==> src/rtl/input_and_mar_pkg.sv <==
// Shared width and type definitions for the SAP-1 input / memory-address-register stage.
package input_and_mar_pkg;

  localparam int ADDR_W = 4;

  typedef logic [ADDR_W-1:0] addr_t;

  // Mode-select encoding on run_or_prog.
  typedef enum logic {
    MODE_PROG = 1'b0,
    MODE_RUN  = 1'b1
  } mode_e;

endpackage : input_and_mar_pkg

==> src/rtl/input_and_mar_addr_mux_157.sv <==
// Quad 2:1 selector modelled on the 74LS157: Y = A when select is low, B when high,
// forced to zero while the strobe is high.
module input_and_mar_addr_mux_157
  import input_and_mar_pkg::*;
(
  input  logic  i_sel,
  input  logic  i_g_n,
  input  addr_t i_a,
  input  addr_t i_b,
  output addr_t o_y
);

  always_comb begin
    o_y = '0;
    if (!i_g_n) begin
      o_y = i_sel ? i_b : i_a;
    end
  end

endmodule : input_and_mar_addr_mux_157

==> src/rtl/input_and_mar_mar_reg_173.sv <==
// 4-bit register modelled on the 74LS173: synchronous clear, two active-low load gates,
// and two output enables.
module input_and_mar_mar_reg_173
  import input_and_mar_pkg::*;
(
  input  logic  i_clk,
  input  logic  i_clr_n,
  input  logic  i_g1_n,
  input  logic  i_g2_n,
  input  logic  i_m,
  input  logic  i_n,
  input  addr_t i_d,
  output addr_t o_q
);

  addr_t r_q;
  logic  w_load;

  assign w_load = ~i_g1_n & ~i_g2_n;

  // NOTE: sequential state uses non-blocking assignments so every register samples pre-edge values.
  always_ff @(posedge i_clk) begin
    if (!i_clr_n) begin
      r_q <= '0;
    end else if (w_load) begin
      r_q <= i_d;
    end
  end

  // The real part floats its outputs when M or N is high; on-chip there is no tri-state bus, so drive zero.
  assign o_q = (i_m | i_n) ? '0 : r_q;

endmodule : input_and_mar_mar_reg_173

==> src/rtl/input_and_mar.sv <==
// SAP-1 input and MAR stage: latches the W-bus low nibble into the MAR and selects the RAM
// address from the MAR (run) or the front-panel switches (program).
module input_and_mar
  import input_and_mar_pkg::*;
(
  input  logic  CLK,
  input  logic  CLR_bar,
  input  logic  L_M_bar,
  input  addr_t bus_address,
  input  addr_t programmer_address,
  input  logic  run_or_prog,
  output addr_t address
);

  addr_t w_mar;
  mode_e w_mode;

  assign w_mode = mode_e'(run_or_prog);

  // Both load gates share L_M_bar; output enables are tied low so the MAR always drives.
  input_and_mar_mar_reg_173 u_mar (
    .i_clk   (CLK),
    .i_clr_n (CLR_bar),
    .i_g1_n  (L_M_bar),
    .i_g2_n  (L_M_bar),
    .i_m     (1'b0),
    .i_n     (1'b0),
    .i_d     (bus_address),
    .o_q     (w_mar)
  );

  input_and_mar_addr_mux_157 u_mux (
    .i_sel (w_mode == MODE_RUN),
    .i_g_n (1'b0),
    .i_a   (programmer_address),
    .i_b   (w_mar),
    .o_y   (address)
  );

endmodule : input_and_mar

==> config.mk <==
export PLATFORM = sky130hd
export DESIGN_NAME = input_and_mar
export DESIGN_NICKNAME = d
export VERILOG_FILES = /design/src/rtl/input_and_mar_pkg.sv /design/src/rtl/input_and_mar_addr_mux_157.sv /design/src/rtl/input_and_mar_mar_reg_173.sv /design/src/rtl/input_and_mar.sv
export SDC_FILE = /design/constraint.sdc
export NUM_CORES = 1
export LEC_CHECK = 0
export ABC_CLOCK_PERIOD_IN_PS = 800
export BUFFER_PORTS_ARGS = -buffer_cell sky130_fd_sc_hd__buf_2
export CORE_AREA = 4 4 41 43
export CTS_CLUSTER_DIAMETER = 60
export DETAILED_ROUTE_END_ITERATION = 6
export DIE_AREA = 0 0 45 47
export HOLD_SLACK_MARGIN = 0.12
export RECOVER_POWER = 100
export SLEW_MARGIN = 20
export SYNTH_ARGS = -nofsm -noshare
export SYNTH_HDL_FRONTEND = slang
export SYNTH_SLANG_ARGS = --single-unit
==> constraint.sdc <==
create_clock -name CLK -period 0.8 [get_ports CLK]
set_input_delay 0.04 -clock CLK [delete_from_list [all_inputs] [get_ports CLK]]
set_output_delay 0.04 -clock CLK [all_outputs]
set_load 0.005 [all_outputs]
==> results.json <==
{
  "core-area_um2": 1300,
  "required_ns": 0.76,
  "root_buffer": "clkbuf_4",
  "antenna_found_initial": 0,
  "wl_per_cell_um": 12.8,
  "crit_family": "flip-flops",
  "worstPathMaxFanout": 2,
  "clk_latency_ns": 0.23,
  "crit_type": "flip-flop to output pin",
  "antenna_cells": 0,
  "setup_slack_ns": -0.163,
  "period_share_pct": 120,
  "slew-limit-headroom_pct": 90.8,
  "grt_pass1_wl_um": 1130,
  "h-tree-depth": 1,
  "r2r_start": "u_mar.r_q[1]",
  "wl_met1_um": 329,
  "vias": 205,
  "seq_area_frac_synth_pct": 39.8,
  "powerDensity_nw_per_um2": 1570,
  "clock_sinks": 4,
  "fin_total_pwr_uw": 622,
  "row_count": 13,
  "gp_congestion": 0.692,
  "die_w_um": 45,
  "grt_overflow": 0,
  "critPathBufInv": 1,
  "grtUsageTotal_pct": 7.99,
  "dieArea_um2": 2120,
  "cts.clk_slew.worst_paths_ns": 0.04,
  "viasPerCell": 3.87,
  "grt_max_degree": 5,
  "rrSetupSlack_ns": 0.18,
  "endpoint": "address[3]",
  "fin_crit_ns": 0.963,
  "drt_iter0_markers": 2,
  "top_layer_used": "met3",
  "synth_seq_cells": 4,
  "netlist_instances": 17,
  "skew_ns": 0,
  "syn-num-nets": 29,
  "reg_top3": "u_mar.r_q (4)",
  "largest-register": "u_mar.r_q",
  "worstSetupEndpointType": "output pin",
  "crit_chain": "mux2_4 -> buf_6",
  "ctsLongestPathBuffers": 2,
  "crit_start": "u_mar.r_q[3]",
  "hold_path.class": "input port to flip-flop",
  "violations": "negative setup slack",
  "post-route-util_pct": 30.5,
  "worst_path_max_delay_cell": "dfxtp_2",
  "critPathLaunchType": "flip-flop",
  "cp.depth": 2,
  "r2r_end": "u_mar.r_q[1]",
  "synthDistinctLibCells": 5,
  "outcome": "finished, violations left",
  "slowest_delay_ns": 0.31,
  "worst_slew_pin_slew_ns": 0.134,
  "worstHoldPathCells": 3,
  "wl_met2_um": 238,
  "drtAntennaViolNets": 0,
  "layout.nets": 52,
  "start_util_pct": 15.5,
  "rsz0062_at_grt": "true",
  "drive_gt1_share_pct": 65.8,
  "drt-total-wl_um": 680,
  "area_delta_synth_final_pct": 96.9,
  "cts_buffers": 3,
  "die_h_um": 47,
  "drc": 0,
  "vdd_drop_max_uv": 528,
  "setup_tns_ns": -0.635,
  "io_pins": 16,
  "largest_reg_flops": 4,
  "io_buffers": 15,
  "max-cap-violations": 0,
  "synth_area_um2": 201,
  "first_pass_iters": 4,
  "setup_violations": 4,
  "grt_pass1_vias": 243,
  "cts_tree": "done",
  "clock.fmax_ghz": 1.04,
  "slew_violations": 0,
  "avgSynthCellArea_um2": 11.8,
  "r2r.worst_path.cells": 2,
  "leakage_uw": 0.000197,
  "crit_arrival_ns": 0.92,
  "hold_violations": 0,
  "wl_met3_um": 113,
  "yosysWarnings": 0
}
[cells by family after synthesis]
| group | after synthesis | share of synthesized area (%) |
|---|---|---|
| flops | 4 | 39.8 |
| buf+inv | 1 | 5.59 |
| simple gates | 4 | 12.4 |
| mux | 8 | 42.2 |
[layer usage]
layer	GRT usage, %	vias to the layer above
met1	10.5	88
met3	4.98	0
met5	0	-
met4	7.02	0
met2	8.47	16
li1	-	101
[cells in the final DEF, fill, tap and decap left out]
cell           instances
mux2_4                 4
buf_6                  4
clkbuf_4               3
buf_2                 10
nor2b_1                4
dfxtp_2                4
dlygate4sd3_1          5
mux2i_1                4
[metrics by stage]
step / instance area, µm² / setup WS [ns] / instances / hold slack [ns]
2_1_floorplan: 201 / 0.216 / 17 / 0.168
3_3_place_gp: 284 / 0.0686 / 46 / 0.295
3_5_place_dp: 284 / 0.0802 / 46 / 0.299
4_1_cts: 400 / -0.173 / 54 / 0.162
5_1_grt: 397 / -0.196 / 53 / 0.202
6_report: 397 / -0.163 / 53 / 0.182
[cells in the mapped netlist, drive strengths merged]
| cell type | instances | area share, % |
|---|---|---|
| dfxtp | 4 | 40 |
| mux2i | 4 | 20 |
| nor2b | 4 | 12 |
| buf | 1 | 5.6 |
| mux2 | 4 | 22 |
[timing repair]
| item | in CTS | in global routing |
|---|---|---|
| setup endpoints to repair | 4 | 5 |
| hold endpoints to repair | 4 | 0 |
| hold buffers | 5 | 0 |
| pin swaps | 0 | 0 |
| gates resized for setup | 11 | 1 |
| buffers inserted | 0 | 0 |
[worst reg2reg max path, delay by kind of cell (launching register included)]
family | cells | cell delay, ns
DFF | 1 | 0.31
muxes | 1 | 0.14
and+or+nand+nor | 1 | 0.06
[worst min-delay path by stage]
stage / start / to / slack (ns)
6_report: L_M_bar / u_mar.r_q[3] / 0.18
5_1_grt: L_M_bar / u_mar.r_q[3] / 0.20
4_1_cts: L_M_bar / u_mar.r_q[3] / 0.16
3_5_place_dp: CLR_bar / u_mar.r_q[2] / 0.30
3_3_place_gp: bus_address[0] / u_mar.r_q[0] / 0.30
2_1_floorplan: CLR_bar / u_mar.r_q[0] / 0.17
[report_power, final]
part           switching [µW]  total, µW  internal [µW]  leakage, µW
clock                    86.1        254            168    0.0000138
combinational            47.2        148            100     0.000149
sequential               5.66        220            215    0.0000344
[final cells by class]
class	instances	area, µm²
sequential	4	85.1
multi-input combinational	12	125
tap	15	18.8
timing repair buffer	19	145
fill	151	905
clock buffer	3	22.5
(Power assumes the default switching activity.)
